`src/rtl/delay_scan_sequencer.sv`:
```
// delay_scan_sequencer
// Steps the pump-probe delay from a start value by a fixed increment and
// holds each point for a programmed number of complete pulse periods.
//
// Strobe semantics: cmd_go, cmd_abort and cycle_strobe are single-cycle
// qualifiers sampled on every rising clk edge. There is no backpressure:
// a strobe that is not acted upon in the cycle it is seen is dropped.
// delay_valid and done are single-cycle pulses with no ready.
module delay_scan_sequencer #(
  parameter int W  = 32,
  parameter int NW = 16
) (
  input  logic          clk,
  input  logic          resetn,
  input  logic [W-1:0]  cfg_start,
  input  logic [W-1:0]  cfg_step,
  input  logic          cfg_down,
  input  logic [NW-1:0] cfg_points,
  input  logic [NW-1:0] cfg_avg,
  input  logic          cfg_loop,
  input  logic          cmd_go,
  input  logic          cmd_abort,
  input  logic          cycle_strobe,
  output logic [W-1:0]  delay_out,
  output logic          delay_valid,
  output logic [NW-1:0] point_idx,
  output logic          busy,
  output logic          done,
  output logic          err,
  output logic [1:0]    state_dbg
);

  typedef enum logic [1:0] {
    S_IDLE  = 2'd0,
    S_ARM   = 2'd1,
    S_DWELL = 2'd2,
    S_DONE  = 2'd3
  } state_t;

  localparam logic [NW-1:0] ONE_N = NW'(1);

  state_t        state;
  logic [NW-1:0] dwell_cnt;

  // Configuration captured on a successful go
  logic [W-1:0]  sh_start;
  logic [W-1:0]  sh_step;
  logic          sh_down;
  logic [NW-1:0] sh_points;
  logic [NW-1:0] sh_avg;
  logic          sh_loop;

  logic [W:0]    next_ext;
  logic          last_point;
  logic          point_complete;

  // Next delay with one extra bit so carry-out / borrow lands in the MSB
  always_comb begin
    next_ext = '0;
    if (sh_down) begin
      next_ext = {1'b0, delay_out} - {1'b0, sh_step};
    end else begin
      next_ext = {1'b0, delay_out} + {1'b0, sh_step};
    end
  end

  assign last_point     = (point_idx == (sh_points - ONE_N));
  assign point_complete = ((dwell_cnt + ONE_N) == sh_avg);
  assign state_dbg      = state;

  // Scan sequencer: state, shadow config and all registered outputs
  always_ff @(posedge clk) begin
    if (!resetn) begin
      state       <= S_IDLE;
      dwell_cnt   <= '0;
      sh_start    <= '0;
      sh_step     <= '0;
      sh_down     <= 1'b0;
      sh_points   <= '0;
      sh_avg      <= '0;
      sh_loop     <= 1'b0;
      delay_out   <= '0;
      delay_valid <= 1'b0;
      point_idx   <= '0;
      busy        <= 1'b0;
      done        <= 1'b0;
      err         <= 1'b0;
    end else begin
      delay_valid <= 1'b0;
      done        <= 1'b0;
      case (state)
        S_IDLE: begin
          // go together with abort is treated as no command at all
          if (cmd_go && !cmd_abort) begin
            if (cfg_points == '0 || cfg_avg == '0) begin
              err <= 1'b1;
            end else begin
              sh_start    <= cfg_start;
              sh_step     <= cfg_step;
              sh_down     <= cfg_down;
              sh_points   <= cfg_points;
              sh_avg      <= cfg_avg;
              sh_loop     <= cfg_loop;
              err         <= 1'b0;
              delay_out   <= cfg_start;
              point_idx   <= '0;
              dwell_cnt   <= '0;
              delay_valid <= 1'b1;
              busy        <= 1'b1;
              state       <= S_ARM;
            end
          end
        end
        S_ARM: begin
          // The partial period running when the point started is discarded
          if (cmd_abort) begin
            busy  <= 1'b0;
            state <= S_IDLE;
          end else if (cycle_strobe) begin
            dwell_cnt <= '0;
            state     <= S_DWELL;
          end
        end
        S_DWELL: begin
          if (cmd_abort) begin
            busy  <= 1'b0;
            state <= S_IDLE;
          end else if (cycle_strobe) begin
            if (!point_complete) begin
              dwell_cnt <= dwell_cnt + ONE_N;
            end else if (!last_point) begin
              if (next_ext[W]) begin
                err   <= 1'b1;
                busy  <= 1'b0;
                state <= S_IDLE;
              end else begin
                delay_out   <= next_ext[W-1:0];
                point_idx   <= point_idx + ONE_N;
                dwell_cnt   <= '0;
                delay_valid <= 1'b1;
                state       <= S_ARM;
              end
            end else if (sh_loop) begin
              delay_out   <= sh_start;
              point_idx   <= '0;
              dwell_cnt   <= '0;
              delay_valid <= 1'b1;
              state       <= S_ARM;
            end else begin
              done  <= 1'b1;
              state <= S_DONE;
            end
          end
        end
        S_DONE: begin
          // done has already pulsed; delay_out keeps the last point
          busy  <= 1'b0;
          state <= S_IDLE;
        end
        default: begin
          busy  <= 1'b0;
          state <= S_IDLE;
        end
      endcase
    end
  end

endmodule

```
`config.mk`:
```
export PLATFORM = sky130hd
export DESIGN_NAME = delay_scan_sequencer
export DESIGN_NICKNAME = d
export VERILOG_FILES = /design/src/rtl/delay_scan_sequencer.sv
export SDC_FILE = /design/constraint.sdc
export NUM_CORES = 1
export LEC_CHECK = 0
export ABC_AREA = 1
export ABC_CLOCK_PERIOD_IN_PS = 5400
export CAP_MARGIN = 5
export CORE_UTILIZATION = 35
export CTS_BUF_LIST = sky130_fd_sc_hd__clkbuf_16
export DETAILED_ROUTE_END_ITERATION = 10
export GPL_TIMING_DRIVEN = 0
export HOLD_SLACK_MARGIN = 0.03
export PLACE_DENSITY = 0.65
export SKIP_LAST_GASP = 1
export SLEW_MARGIN = 0
export SYNTH_ARGS = -nofsm -noshare
export SYNTH_HDL_FRONTEND = slang
export SYNTH_SLANG_ARGS = --single-unit
```
`constraint.sdc`:
```
create_clock -name clk -period 5.4 [get_ports clk]
set_input_delay 0.81 -clock clk [delete_from_list [all_inputs] [get_ports clk]]
set_output_delay 0.81 -clock clk [all_outputs]
set_load 0.02 [all_outputs]
```
==> flow_summary.toml <==
[run_status]
status = "complete, no violations"

[clocking]
clk_latency_ps = 460
cts-htree-levels = 4
tritoncts_num_sinks = 168
holdBufCountCts = 0
path_clk_slew_ps = 80
cts_tree = "built"
cts_inserted_buffers = 17
clk_path_buf_depth = 2
cts_root_buf = "clkbuf_16"

[worst_setup_path]
max_stage_delay_ps = 340
path_max_fanout = 10
cp_top_family = "simple AND/OR/NAND/NOR gates"
path_depth = 25
path_common_cell = "nand2_1"
end_kind = "flip-flop"
cp_slowest_cell = "ha_1"
cp.required_ps = 5730
crit_type = "reg2reg"
crit_buf_inv = 3
worstPathArrival_ps = 5190
crit_path_start_kind = "flip-flop"
r2r_cells = 25

[place]
post-dp-hpwl_mm = 34.5
io_buffers = 155
dp_slack_ps = 346
dp.cells = 2541
placed_cell_area_um2 = 13800
routabilityCongestion = 0.969

[detailed_routing]
drt_iter0_drc = 1039
ant_nets = 0
vias = 13000
drc = 0
via_per_inst = 5.07
firstDrtPassIters = 5
wl_mm = 43.0
wl_per_cell_um = 16.7

[timing]
slew_violations = 0
tightest_slew_ps = 860
finalSetupTns_ps = 0
setup_viol = 0
fmax_mhz = 206
fin_crit_sh_pct = 90.1
post-route-worst-setup-slack_ps = 535
finalHoldViolCount = 0
relSlewSlack_pct = 42.5
finClkSkew_ps = 17.1
rsz0062_at_grt = "false"
period_needed_ps = 4870

[global_routing]
grtUsageTotal_pct = 25.5
first_global_vias = 12500
antenna_found_initial = 1
grt_max_degree = 19
grt_pass1_wl_mm = 66.7
grt.overflow.total = 0

[synthesis]
synth_flop_cell = "dfxtp_1"
synth-edff-count = 0
synth_top_area_cell = "dfxtp_1"
synth.avg_cell_area_um2 = 6.04
syn_inst = 1944
ys_seq_area_share_pct = 28.7
yosys_warnings = 0
synth_seq_cells = 168
ys_types = 36
synthArstFlopShare_pct = 0
syn_area_um2 = 11700
syn_nets = 2084
synth_top_area_share_pct = 28.7
post_synth_main_area_contributors = "dfxtp_1, nand2_1, nor2_1"

[final_layout]
final_cell_count_no_fill = 2573
layout.nets = 2258
layout_common_cells = "nand2_1, nor2_1, inv_1, dfxtp_1, o21ai_0"
final_common_cell = "nand2_1"
drive_above_1_share_pct = 4.08
syn_to_final_growth_pct = 23.1
stdcell_area_um2 = 14500
n_antenna_cell = 0

[die]
dieArea_um2 = 34300
row_count = 66
start_util_pct = 35.8
die_y_um = 185
io_pins = 157
die_w_um = 185
core_area_um2 = 32800

[power_and_ir_drop]
power_density_nw_per_um2 = 472
power_mw = 6.82
leakage_nw = 6.53
vdd_drop_max_mv = 0.267

[hold_path]
hold_path_class = "reg2reg"
min_delay_path_depth = 2

[flow_run]
max_cap_viol_count = 0
-- final timing paths --
path / slack [ps] / startpoint / endpoint
setup reg to reg: 530 / sh_step[2] / delay_out[12]
hold / removal: 460 / sh_start[10] / sh_start[10]
setup / recovery: 530 / sh_step[2] / delay_out[12]
hold reg to reg: 460 / sh_start[10] / sh_start[10]
-- worst min-delay path, delay by kind of cell (launching register included) --
| kind | cells | cell delay, ps |
|---|---|---|
| compound gates | 1 | 50 |
| buf+inv | 1 | 60 |
| flops | 1 | 300 |
-- sequential cells by signal, summed over array words and instances, names as in the netlist, 2 cells and up --
name / cells
sh_step: 32
sh_avg: 16
dwell_cnt: 16
state_dbg: 2
point_idx: 16
delay_out: 32
sh_start: 32
sh_points: 16
-- per-layer routing --
metal	GRT usage, %	share of wire (%)	vias to the layer above
li1	-	-	6620
met1	33.4	45	5942
met2	42.8	46	419
met3	2.79	5.5	63
met4	9.49	2.9	0
met5	0	0	-
-- cells by family (layout without fill, tap and decap cells) --
logic type      Yosys count  in the layout  share of synthesized area, %
flops                   168            168                          28.7
simple gates           1025           1025                          36.8
compound gates          340            340                          15.0
xor+xnor                 74             74                          5.52
fa+ha+maj                37             37                          4.01
buf+inv                 300            487                          10.0
-- synthesized netlist by cell type, types with 2 or more instances --
| cell | number |
|---|---|
| nand3b_1 | 9 |
| nor2_2 | 13 |
| o21a_1 | 5 |
| xnor2_1 | 12 |
| a21oi_1 | 146 |
| o21ai_1 | 5 |
| o31ai_1 | 2 |
| nand4_1 | 29 |
| o21ai_0 | 163 |
| o21bai_1 | 4 |
| buf_2 | 12 |
| buf_6 | 5 |
| clkinv_1 | 2 |
| nor2_4 | 4 |
| nand3_1 | 160 |
| xor2_1 | 62 |
| dfxtp_1 | 168 |
| inv_1 | 217 |
| nand2_1 | 433 |
| clkbuf_1 | 49 |
| a21o_1 | 5 |
| or2_2 | 6 |
| nor3_1 | 21 |
| ha_1 | 36 |
| nor2_1 | 330 |
| buf_1 | 10 |
| nor4_1 | 12 |
| nand2_2 | 5 |
| inv_2 | 5 |
| a31oi_1 | 7 |
| nand3_2 | 2 |
-- power breakdown --
group / internal [mW] / switching [mW]
combinational: 1.34 / 2.44
clock: 0.666 / 0.634
sequential: 1.49 / 0.246
total: 3.49 / 3.32
-- through the flow --
stage	hold WS [ps]	util [%]
5_1_grt	480	44.1
4_1_cts	454	44.1
6_report	457	44.1
3_5_place_dp	443	42.2
3_3_place_gp	440	42.2
2_1_floorplan	430	-
-- cell type report --
class	count	area (um^2)
Fill cell	3534	18300
Clock inverter	15	174
Multi-Input combinational cell	1476	7210
Clock buffer	17	425
Sequential cell	168	3360
Tap cell	442	553
Inverter	224	841
Buffer	76	338
Timing Repair Buffer	155	1550
-- what timing repair did --
action,in CTS,in global routing
resized for setup,0,3
buffers inserted,0,0
setup endpoints to repair,0,64
Note: power is estimated with default switching activity, not from simulation.
